**src/rtl/icache_refill_ctrl.sv**
```systemverilog
// Fetch-side sequencer for a direct-mapped ICache: probes on accept,
// refills from memory on a miss, and forwards the instruction to decode.
module icache_refill_ctrl #(
  parameter int ADDR_W = 32,
  parameter int INST_W = 32,
  parameter int CNT_W  = 32
) (
  input  logic              clk,
  input  logic              rst,
  input  logic              rdy,
  input  logic              fetch_valid,
  input  logic [ADDR_W-1:0] fetch_pc,
  output logic              fetch_ready,
  input  logic              flush,
  input  logic              stall_from_dec,
  output logic              inst_valid,
  output logic [INST_W-1:0] inst_out,
  output logic [ADDR_W-1:0] inst_pc,
  output logic [ADDR_W-1:0] query_pc,
  input  logic              hit,
  input  logic [INST_W-1:0] query_inst,
  output logic              ena_to_icache,
  output logic [ADDR_W-1:0] addr_to_icache,
  output logic [INST_W-1:0] inst_to_icache,
  output logic              mem_req,
  output logic [ADDR_W-1:0] mem_addr,
  input  logic              mem_done,
  input  logic [INST_W-1:0] mem_data,
  output logic [CNT_W-1:0]  hit_cnt,
  output logic [CNT_W-1:0]  miss_cnt
);

  typedef enum logic [1:0] {
    S_IDLE,
    S_MISS,
    S_DRAIN,
    S_OUT
  } state_e;

  state_e state_q, state_d;

  logic              inst_valid_q, inst_valid_d;
  logic [INST_W-1:0] inst_out_q, inst_out_d;
  logic [ADDR_W-1:0] inst_pc_q, inst_pc_d;
  logic              ena_q, ena_d;
  logic [ADDR_W-1:0] wr_addr_q, wr_addr_d;
  logic [INST_W-1:0] wr_data_q, wr_data_d;
  logic              mem_req_q, mem_req_d;
  logic [ADDR_W-1:0] mem_addr_q, mem_addr_d;
  logic [CNT_W-1:0]  hit_cnt_q, hit_cnt_d;
  logic [CNT_W-1:0]  miss_cnt_q, miss_cnt_d;

  logic accept;

  assign fetch_ready = (state_q == S_IDLE) && !flush && rdy;
  assign accept      = fetch_valid && fetch_ready;
  assign query_pc    = fetch_pc;

  always_ff @(posedge clk) begin
    if (rst) begin
      state_q      <= S_IDLE;
      inst_valid_q <= 1'b0;
      inst_out_q   <= '0;
      inst_pc_q    <= '0;
      ena_q        <= 1'b0;
      wr_addr_q    <= '0;
      wr_data_q    <= '0;
      mem_req_q    <= 1'b0;
      mem_addr_q   <= '0;
      hit_cnt_q    <= '0;
      miss_cnt_q   <= '0;
    end else if (rdy) begin
      state_q      <= state_d;
      inst_valid_q <= inst_valid_d;
      inst_out_q   <= inst_out_d;
      inst_pc_q    <= inst_pc_d;
      ena_q        <= ena_d;
      wr_addr_q    <= wr_addr_d;
      wr_data_q    <= wr_data_d;
      mem_req_q    <= mem_req_d;
      mem_addr_q   <= mem_addr_d;
      hit_cnt_q    <= hit_cnt_d;
      miss_cnt_q   <= miss_cnt_d;
    end
  end

  always_comb begin
    state_d = state_q;
    unique case (state_q)
      S_IDLE: begin
        if (accept) state_d = hit ? S_OUT : S_MISS;
      end
      S_MISS: begin
        if (mem_done) state_d = flush ? S_IDLE : S_OUT;
        else if (flush) state_d = S_DRAIN;
      end
      S_DRAIN: begin
        if (mem_done) state_d = S_IDLE;
      end
      S_OUT: begin
        if (flush || !stall_from_dec) state_d = S_IDLE;
      end
      default: state_d = S_IDLE;
    endcase
  end

  always_comb begin
    inst_valid_d = inst_valid_q;
    inst_out_d   = inst_out_q;
    inst_pc_d    = inst_pc_q;
    ena_d        = 1'b0;
    wr_addr_d    = wr_addr_q;
    wr_data_d    = wr_data_q;
    mem_req_d    = mem_req_q;
    mem_addr_d   = mem_addr_q;
    hit_cnt_d    = hit_cnt_q;
    miss_cnt_d   = miss_cnt_q;
    unique case (state_q)
      S_IDLE: begin
        if (accept) begin
          inst_pc_d = fetch_pc;
          if (hit) begin
            inst_valid_d = 1'b1;
            inst_out_d   = query_inst;
            if (hit_cnt_q != '1) hit_cnt_d = hit_cnt_q + 1'b1;
          end else begin
            mem_req_d  = 1'b1;
            mem_addr_d = fetch_pc;
            if (miss_cnt_q != '1) miss_cnt_d = miss_cnt_q + 1'b1;
          end
        end
      end
      S_MISS, S_DRAIN: begin
        // The read is never aborted: a flushed refill still fills the cache.
        if (mem_done) begin
          mem_req_d = 1'b0;
          ena_d     = 1'b1;
          wr_addr_d = inst_pc_q;
          wr_data_d = mem_data;
          if (state_q == S_MISS && !flush) begin
            inst_valid_d = 1'b1;
            inst_out_d   = mem_data;
          end
        end
      end
      S_OUT: begin
        if (flush || !stall_from_dec) inst_valid_d = 1'b0;
      end
      default: ;
    endcase
  end

  assign inst_valid     = inst_valid_q;
  assign inst_out       = inst_out_q;
  assign inst_pc        = inst_pc_q;
  assign ena_to_icache  = ena_q;
  assign addr_to_icache = wr_addr_q;
  assign inst_to_icache = wr_data_q;
  assign mem_req        = mem_req_q;
  assign mem_addr       = mem_addr_q;
  assign hit_cnt        = hit_cnt_q;
  assign miss_cnt       = miss_cnt_q;

endmodule
```
**config.mk**
```make
export PLATFORM = sky130hd
export DESIGN_NAME = icache_refill_ctrl
export DESIGN_NICKNAME = d
export VERILOG_FILES = /design/src/rtl/icache_refill_ctrl.sv
export SDC_FILE = /design/constraint.sdc
export NUM_CORES = 1
export LEC_CHECK = 0
export CAP_MARGIN = 30
export CORE_UTILIZATION = 40
export DETAILED_ROUTE_END_ITERATION = 7
export GPL_TIMING_DRIVEN = 0
export HOLD_SLACK_MARGIN = 0.15
export PLACE_DENSITY = 0.81
export SETUP_SLACK_MARGIN = 0.4
export SLEW_MARGIN = 20
export SYNTH_ARGS = -nofsm -noshare
export SYNTH_HDL_FRONTEND = slang
export SYNTH_SLANG_ARGS = --single-unit
```
**constraint.sdc**
```tcl
create_clock -name clk -period 2.45 [get_ports clk]
set_clock_uncertainty 0.1 [all_clocks]
set_input_delay 0.49 -clock clk [delete_from_list [all_inputs] [get_ports clk]]
set_output_delay 0.49 -clock clk [all_outputs]
set_load 0.1 [all_outputs]
```
-- After elaboration in Yosys (flattened, before gate mapping)
Index checks and enable logic that the tools add are counted.
- input bits: 104
- logic and storage cells: 71
- register bits after elaboration: 229
- output and inout port bits: 260
- mux-type cells: 25
- $add $sub $neg: 2
- reduce and logical (&&, ||, !) cells: 19
- bitwise operators: 1
- equal/unequal tests: 13
- operators with widths (kind ; number):
    32-bit 2-to-1 mux ; 4
    32-bit by 1-bit adder with 32-bit output, second input constant ; 2
    32-bit != test, second input constant ; 2
    32-bit one-hot mux with 2 select lines ; 1
    5-bit AND reduction ; 4
    2-bit 2-to-1 mux ; 7
    2-bit != test, second input constant ; 7
    6-bit AND reduction ; 2
    1-bit 2-to-1 mux ; 10
    2-bit one-hot mux with 4 select lines ; 1
    3-bit AND reduction ; 2
    2-bit equality test, second input constant ; 2
    1-bit logical AND ; 4
    4-bit AND reduction ; 1
    3-bit != test, second input constant ; 1
    1-bit one-hot mux with 3 select lines ; 1
    2-bit by 1-bit equality test with 1-bit output, second input constant ; 1
    1-bit zero test ; 2
    2-bit zero test ; 1
    1-bit one-hot mux with 2 select lines ; 1
    2-bit nonzero test ; 1
    2-bit OR reduction ; 1
    1-bit logical OR ; 1
    1-bit NOT ; 1

-- Logic depth before layout (Yosys ltp)
Gate-level depths: netlist (run 1).
- depth after elaboration: 6
- mapped depth: 10
- mapped depth without buffers: 7

-- Least setup slack after synthesis (run 1)
No wires, ideal clock.
- kind: in2out
- from: input port rdy
- to: output port fetch_ready
- arrival: 2.936 ns
- required time: 1.860 ns
- buffers on the path: 1
- cell stages on the path: 3
- path slack: -1.076 ns
- cell sequence: buf_2 -> inv_1 -> nor3b_1
- longest elaborated chain between the ends: 1
- ends and longest elaborated chain (item ; RTL line ; source):
    start, declared ; 10 ; input logic rdy,
    1-bit logical AND ; 55 ; assign fetch_ready = (state_q == S_IDLE) && !flush && rdy;
    end, declared ; 13 ; output logic fetch_ready,
Every way passes these cells.

-- Worst setup path after layout (run 1)
- from: register state_q[1]
- to: register hit_cnt_q[9], in the netlist hit_cnt[9]
- longest elaborated chain between the ends: 5
- ends and longest elaborated chain (item ; RTL line ; source):
    start, declared ; 40 ; state_e state_q, state_d;
    start signal, assigned ; 73 ; state_q <= state_d;
    2-bit zero test (*) ; 55, 118 ;
    1-bit logical AND (2 in a row) ; 55 ;
    1-bit logical AND ; 56 ; assign accept = fetch_valid && fetch_ready;
    5-bit AND reduction (no line) (*) ; n/a ;
    end signal, assigned ; 82 ; hit_cnt_q <= hit_cnt_d;
    end, declared ; 50 ; logic [CNT_W-1:0] hit_cnt_q, hit_cnt_d;
Every way passes the cells marked *; elsewhere a longest branch is shown, timed or not.
A chain may end at the register's enable or synchronous reset.

==> impl_metrics.toml, run 1 <==
[status]
outcome = "complete, but fails checks"
violations = "setup timing"

[setup_path]
startpoint_type = "register"
cp.required_ns = 2.79
crit_type = "reg -> reg"
endpoint_kind = "register"
cp.arrival_ns = 2.80
cp_max_fo = 6
critPathLaunch = "state_q[1]"
reg2reg_from = "state_q[1]"

[layout]
fin_area_mm2 = 0.0165
area_growth_pct = 69.6
final_layout_size_suffix_gt1_frac = 0.407
nets = 1778
diodes = 0

[timing]
timing_worst_slew_pin_value_ns = 0.808
final-setup-viol-count = 1
fin_crit_sh = 1.01
tns_ns = -0.0133
fin_crit_ns = 2.46
rsz0062_at_grt = "true"
fin_ws_ns = -0.0133
finalHoldViolations = 0
relSlewSlack = 0.461
fmax_mhz = 406
drv_slew = 0

[synthesis]
synthTopCellsByCount = "280 x nand2_1, 229 x dfxtp_1, 174 x a21oi_1, 64 x nor2_1, 57 x clkbuf_1"
syn_inst = 1191
yosys_most_used_dff = "dfxtp_1"
avgSynthCellArea_um2 = 8.17
synth_nets = 1302
synth_most_common_cell = "nand2_1"
seq_area_frac_synth = 0.471
yosys.area.top_type = "dfxtp_1"
ys_seq_elements = 229
ys_top_cells_by_area = "dfxtp_1 47%, nand2_1 11%, a21oi_1 9.0%"
async_flop_share = 0
synth_top_area_frac = 0.471
synth-edff-count = 0
yosysUniqueCellTypes = 52
synth_area_mm2 = 0.00973
yosysWarnings = 0

[floorplan]
rows = 56
io_pins = 364
core-area_mm2 = 0.0237
initial_core_util = 0.411
dieArea_mm2 = 0.0249
die_w_um = 158
die_y_um = 158

[grt]
grt_use_met2 = 0.495
antenna_found_initial = 0
grtUsageMet1 = 0.319
grt_usage = 0.276
use_met3 = 0.0654
grt_pass1_vias = 9896
overflow = 0
busiest_layer = "met2"
grt_max_degree = 14
grt_pass1_wl_um = 53700

[flow_run]
drv_cap = 0

[power]
vdd.ir_drop.worst_mv = 0.442
power_mw = 10.5
leakage_nw = 6.47
cellPowerDensity_mw_per_mm2 = 639

[clocking]
cts_sinks = 229
cts_made_buffers = 25
cts_tree = "done"
cts-root-buf = "clkbuf_16"
clockBufferDepth = 3
clk_pin_slew_worst_paths_ns = 0.07
h-tree-depth = 1
insertion_delay_ns = 0.52

[route]
viasPerCell = 5.53
wl_per_cell_um = 20.3
drtAntennaViolNets = 0
wl_um = 40700
vias = 11100
drc = 0
dr.pass1.iters = 5
drt_iter0_markers = 776

[place]
placed_area_mm2 = 0.0144
dp_hpwl_um = 26200
gp_congestion = 0.889
portBuffers = 361

[hold_path]
min_from = "rdy"
hp-class = "in -> reg"
-- layout make-up --
type	instances	area, µm²
Fill cell	1838	7190
Timing Repair Buffer	448	3970
Sequential cell	229	4800
Inverter	17	73.8
Multi-Input combinational cell	834	5610
Clock buffer	38	767
Buffer	112	803
Clock inverter	7	66.3
Tap cell	319	399
-- power by group --
| part | internal [mW] | switching [mW] | leakage, nW |
|---|---|---|---|
| combinational | 0.835 | 1.96 | 4.16 |
| clock | 2.26 | 1.57 | 0.410 |
| sequential | 3.80 | 0.107 | 1.90 |
-- per-stage QoR --
step / instances / hold WS, ns / utilization / setup slack [ns]
2_1_floorplan: 1191 / 0.401 / - / 0.114
3_3_place_gp: 1871 / 0.341 / 0.598 / -0.961
3_5_place_dp: 1879 / 0.346 / 0.607 / -0.979
4_1_cts: 1938 / 0.248 / 0.640 / 0.123
5_1_grt: 2004 / 0.276 / 0.697 / -0.0438
6_report: 2004 / 0.262 / 0.697 / -0.0133
-- kinds of logic (layout without fill, tap and decap cells) --
kind of cell             Yosys count  after routing  synth area share
AO/OA/AOI/OAI                    264            265             0.154
adder cells (fa/ha/maj)            7              7           0.00900
AND/OR/NAND/NOR                  510            510             0.245
XOR/XNOR                           6              6           0.00540
flip-flops                       229            229             0.471
buffers and inverters            129            622            0.0652
multiplexers                      46             46            0.0497
-- layout by cell type (no fill, tap or decap), types with 9 or more instances in the layout --
| cell type | n |
|---|---|
| nand2_1 | 274 |
| dfxtp_1 | 163 |
| a21oi_1 | 160 |
| buf_4 | 117 |
| clkdlybuf4s50_1 | 99 |
| buf_2 | 88 |
| clkbuf_2 | 65 |
| dfxtp_4 | 55 |
| clkdlybuf4s18_2 | 47 |
| nor2_1 | 35 |
| clkbuf_1 | 34 |
| mux2i_1 | 33 |
| clkbuf_16 | 33 |
| a211oi_2 | 31 |
| clkdlybuf4s15_2 | 31 |
| buf_6 | 28 |
| nand3_1 | 25 |
| nand4_1 | 24 |
| nor2_4 | 23 |
| or3_1 | 20 |
| o21ai_0 | 18 |
| a21oi_2 | 14 |
| inv_1 | 13 |
| nor4_4 | 13 |
| nor2b_1 | 12 |
| clkbuf_4 | 11 |
| and3_1 | 11 |
| dfxtp_2 | 11 |
| or4_1 | 10 |
| buf_12 | 9 |
| o31ai_4 | 9 |
| dlymetal6s2s_1 | 9 |
-- critical path, stage by stage (launching register included) --
cell and delay [ns]:
dfxtp_4 0.37, inv_4 0.07, ha_4 0.17, nand4b_4 0.14
buf_12 0.16, or4_4 0.51, buf_8 0.15, buf_4 0.15
or4_4 0.41, a21oi_1 0.15
-- metal layers --
| metal | wire (µm) | share of wire |
|---|---|---|
| met1 | 15300 | 0.38 |
| met2 | 20300 | 0.50 |
| met3 | 3360 | 0.083 |
| met4 | 1760 | 0.043 |
| met5 | 0 | 0 |
-- worst paths after layout --
kind | end | slack (ns) | cells past startpoint
max reg2reg | hit_cnt[9] | -0.01 | 9
min reg2reg | mem_addr[12] | 0.35 | 2
max | hit_cnt[9] | -0.01 | 9
min | inst_valid | 0.26 | 4
-- timing repair --
| item | 4_1_cts | 5_1_grt |
|---|---|---|
| cloned | 1 | 9 |
| gates resized for setup | 934 | 497 |
| endpoints found under the setup margin | 483 | 347 |
| endpoints found under the hold margin | 1 | 0 |
| hold buffers | 1 | 0 |
| pin swaps | 7 | 60 |
| setup buffers | 12 | 57 |
-- sequential cells by signal, summed over array words and instances, names as in the netlist --
signal and flops:
addr_to_icache 32, ena_to_icache 1, hit_cnt 32, inst_out 32
inst_pc 32, inst_to_icache 32, inst_valid 1, mem_addr 32
mem_req 1, miss_cnt 32, state_q 2
Power figures use the tool's default switching activity.
==> run 2: changes to the inputs <==
SKIP_CTS_REPAIR_TIMING = 1   (was unset)
==> run 2 against run 1 <==
Effect of this change: the flow now finishes without violations; sequential power hardly changed; count of clock-buffer cells in the layout stayed put; global-route usage is 0.45 points lower; critical path type unchanged; design area is 3.3% lower; non-clock buffer count is 21 lower; sequential cell count stayed put; critical endpoint is now hit_cnt[23]; die area stayed put.
==> impl_metrics.toml, run 2 (same netlist as run 1, synthesis figures left out) <==
[setup_path]
crit_chain = "inv_2 > ha_4 > nand4b_4 > or4_4 > buf_8 > a41oi_4 > buf_6 > nand3_1 > a21oi_2"
crit_path_top_delay_cell = "or4_4"
cp.arrival_ns = 2.71
endpoint_kind = "register"
startpoint_type = "register"
cp.required_ns = 2.79
cp_max_fo = 7
cpPeakStageDelay_ns = 0.59
crit_type = "reg -> reg"
regToRegSetupSlack_ns = 0.08

[route]
drt_iter0_markers = 791
drtAntennaViolNets = 0
vias = 10800
wl_per_cell_um = 19.7
drc = 0
dr.pass1.iters = 5
viasPerCell = 5.45
wl_um = 39000

[clocking]
cts_made_buffers = 25
insertion_delay_ns = 0.53
cts-root-buf = "clkbuf_16"
cts_tree = "done"
cts_sinks = 229
clk_pin_slew_worst_paths_ns = 0.06
clockBufferDepth = 3
h-tree-depth = 1

[grt]
antenna_found_initial = 0
busiest_layer = "met2"
grt_usage = 0.272
use_met3 = 0.0662
grtUsageMet1 = 0.316
grt_use_met2 = 0.484
overflow = 0
grt_max_degree = 14
grt_pass1_vias = 9783
grt_pass1_wl_um = 52800

[floorplan]
die_w_um = 158
die_y_um = 158
dieArea_mm2 = 0.0249
io_pins = 364
rows = 56
core-area_mm2 = 0.0237
initial_core_util = 0.411

[timing]
fin_crit_ns = 2.37
drv_slew = 0
relSlewSlack = 0.318
fin_crit_sh = 0.966
finalHoldViolations = 0
fmax_mhz = 423
fin_ws_ns = 0.0839
final-setup-viol-count = 0
timing_worst_slew_pin_value_ns = 1.02
rsz0062_at_grt = "true"

[layout]
fillerInstances = 1917
nets = 1757
mostFrequentLayoutCells = "275 x nand2_1, 170 x a21oi_1, 163 x dfxtp_1"
final_layout_size_suffix_gt1_frac = 0.285
finish.utilization = 0.674
diodes = 0
area_growth_pct = 64.0
final_common_cell = "nand2_1"

[power]
leakage_nw = 7.74
cellPowerDensity_mw_per_mm2 = 645
vdd.ir_drop.worst_mv = 0.439

[place]
portBuffers = 361
gp_congestion = 0.889
dp_worst_setup_slack_ns = -0.979
dp_hpwl_um = 26200

[flow_run]
drv_cap = 0

[hold_path]
hp-class = "in -> reg"

[status]
outcome = "completed"
==> run 2: cell types whose count changed in the layout (fill, tap and decap cells not counted), sizes merged <==
| cell | change |
|---|---|
| dlymetal6s2s | +97 |
| dlygate4sd2 | -1 |
| clkdlybuf4s18 | -47 |
| buf | -111 |
| clkdlybuf4s15 | -31 |
| clkbuf | +63 |
| clkdlybuf4s50 | +9 |
==> run 2: area by class of cell <==
cell class	instances	area [µm²]	area share
sequential	229	4800	0.301
clock buffer	38	767	0.0481
inverter	17	63.8	0.00400
buffer	112	766	0.0480
tap	319	399	0.0250
timing repair buffer	427	4000	0.251
clock inverter	7	66.3	0.00416
multi-input combinational	834	5090	0.319
==> run 2: layer usage <==
layer / vias to the layer above / wire length [µm] / share of wire
li1: 5029 / - / -
met1: 5152 / 14700 / 0.38
met2: 517 / 19500 / 0.50
met3: 112 / 3180 / 0.082
met4: 0 / 1600 / 0.041
met5: - / 0 / 0
==> run 2: final timing paths <==
| kind | from | to | cells past startpoint |
|---|---|---|---|
| setup / recovery | state_q[1] | hit_cnt[23] | 9 |
| hold / removal | rdy | inst_valid | 4 |
| setup reg to reg | state_q[1] | hit_cnt[23] | 9 |
| hold reg to reg | inst_to_icache[25] | inst_to_icache[25] | 2 |
==> run 2: through the flow <==
step / hold slack, ns / setup TNS (ns) / power [mW] / instances / instance area (µm²)
final: 0.306 / 0 / 10.3 / 1983 / 16000
after CTS: 0.128 / -68.95 / 10.2 / 1924 / 15200
after floorplan: 0.401 / 0 / 5.68 / 1191 / 10100
after global placement: 0.341 / -108.75 / 6.39 / 1871 / 14200
after global routing: 0.306 / -0.00362 / 10.6 / 1983 / 16000
after detailed placement: 0.346 / -114.22 / 6.44 / 1879 / 14400
==> run 2: critical path: cells and delay by family (launching register included) <==
family,cells,cell delay [ns]
and+or+nand+nor,3,0.87
AOI/OAI and AO/OA,2,0.38
adders and majority gates,1,0.18
buffers and inverters,3,0.40
DFF,1,0.34
==> run 2: power breakdown <==
group | total, mW | internal, mW | switching, mW
clock network | 3.82 | 2.26 | 1.56
registers | 3.88 | 3.80 | 0.0820
logic | 2.60 | 0.741 | 1.86
total | 10.3 | 6.80 | 3.49
==> run 3: changes to the inputs <==
clock period = 2.1 ns   (was 2.45 ns; I/O delays follow)
==> run 3 against run 2 <==
Effect of this change: critical endpoint is now miss_cnt[27]; design area grew 7.8%; combinational power rose by 27%; fmax is 1.3% higher; the flow now finishes with violations (setup timing); sequential power is 18% higher.
==> impl_metrics.toml, run 3 (same netlist as run 1, synthesis figures left out) <==
[status]
outcome = "complete, but fails checks"
violations = "setup timing"

[setup_path]
cp.arrival_ns = 2.65
reg2reg_from = "state_q[0]"
reg2regPathDepth = 9
startpoint_type = "register"
cp.required_ns = 2.42
crit_type = "reg -> reg"
cp_max_fo = 10
regToRegSetupSlack_ns = -0.24
endpoint_kind = "register"
reg2reg_to = "miss_cnt[27]"

[timing]
finalHoldViolations = 0
fmax_mhz = 428
relSlewSlack = 0.457
timing_worst_slew_pin_value_ns = 0.814
fin_ws_ns = -0.235
final-setup-viol-count = 97
whs_ns = 0.148
fin_crit_ns = 2.34
rsz0062_at_grt = "true"
drv_slew = 0
fin_crit_sh = 1.11

[layout]
final_common_cell = "nand2_1"
area_growth_pct = 76.8
finish.utilization = 0.726
fillerInstances = 1642
final_layout_size_suffix_gt1_frac = 0.360
final_cells = 1998
nets = 1767
mostFrequentLayoutCells = "275 x nand2_1, 175 x buf_6, 170 x a21oi_1"

[power]
leakage_nw = 6.85
power_mw = 12.6
vdd.ir_drop.worst_mv = 0.809
cellPowerDensity_mw_per_mm2 = 733

[floorplan]
die_w_um = 158
rows = 56
io_pins = 364
die_y_um = 158
dieArea_mm2 = 0.0249
core-area_mm2 = 0.0237
initial_core_util = 0.411

[flow_run]
drv_cap = 0

[grt]
grt_usage = 0.281
antenna_found_initial = 4
grt_pass1_vias = 9926
overflow = 0
grt_max_degree = 15
grt_pass1_wl_um = 54400

[route]
dr.pass1.iters = 7
viasPerCell = 5.63
vias = 11300
wl_per_cell_um = 21.0
drt_iter0_markers = 871
wl_um = 42000
drtAntennaViolNets = 0
drc = 0

[clocking]
clk_pin_slew_worst_paths_ns = 0.07
cts_tree = "done"
cts_sinks = 229
clockBufferDepth = 3
cts-root-buf = "clkbuf_16"
insertion_delay_ns = 0.53
h-tree-depth = 1
cts_made_buffers = 26

[place]
portBuffers = 361
gp_congestion = 0.922
dp_cells = 1879
dp_hpwl_um = 27200
dp_worst_setup_slack_ns = -0.916

[hold_path]
holdPathStages = 3
min_to = "inst_pc[27]"
min_from = "fetch_pc[27]"
hp-class = "in -> reg"
## run 3: cell types whose count changed in the layout (fill, tap and decap cells not counted), moves of 10 or more
cell | previous run | this run
dfxtp_2 | 12 | 25
dlygate4sd3_1 | 1 | 23
buf_6 | 26 | 175
a211oi_2 | 5 | 18
buf_8 | 4 | 36
buf_12 | 4 | 41
clkbuf_2 | 125 | 19
dlymetal6s2s_1 | 106 | 31
a211oi_1 | 28 | 15
clkbuf_1 | 39 | 29
dfxtp_1 | 163 | 149
clkdlybuf4s50_1 | 108 | 73
## run 3: layer usage
layer  track usage  wire length [µm]  vias up
met4         0.134              2310        2
met5             0                15        -
li1              -                 -     5060
met2         0.488             21100      614
met3        0.0558              3450      186
met1         0.331             15200     5392
## run 3: area by class of cell
class                   count  area [µm²]  area share
clock inverters            12         123     0.00713
inverters                  17        66.3     0.00386
diodes                      3        7.51    0.000436
plain buffers             112         754      0.0439
repair buffers            437        5280       0.307
multi-input cells         833        4980       0.289
well taps                 319         399      0.0232
flip-flops and latches    229        4820       0.280
clock buffers              36         772      0.0449
## run 3: how the worst max path moves through the flow
| stage | startpoint | to | slack [ns] | cells past startpoint |
|---|---|---|---|---|
| after global placement | flush | hit_cnt[7] | -0.90 | 8 |
| after CTS | fetch_pc[31] | query_pc[31] | -0.74 | 3 |
| after global routing | state_q[0] | miss_cnt[21] | -0.32 | 9 |
| final | state_q[0] | miss_cnt[27] | -0.24 | 9 |
| after floorplan | hit_cnt[8] | hit_cnt[22] | -0.24 | 6 |
| after detailed placement | flush | hit_cnt[7] | -0.92 | 8 |
## run 3: metrics by stage
stage	setup TNS, ns	area, µm²
global route	-17.33	17200
detailed placement	-134.49	14500
finish	-8.69	17200
floorplan	-5.95	10300
CTS	-152.66	15400
global placement	-130.64	14300
## run 3: worst max-delay path, stage by stage (launching register included)
cell and delay [ns]:
dfxtp_4 0.36, inv_4 0.07, ha_4 0.17, nand4b_4 0.13, buf_4 0.18, nor4_4 0.25, o41ai_2 0.18, buf_4 0.22
nor4_4 0.20, mux2_2 0.36
## run 3: where the power goes
part / total, mW / leakage [nW] / switching [mW] / internal, mW
combinational: 3.29 / 4.50 / 2.22 / 1.07
sequential: 4.57 / 1.91 / 0.133 / 4.43
clock: 4.75 / 0.440 / 1.92 / 2.83
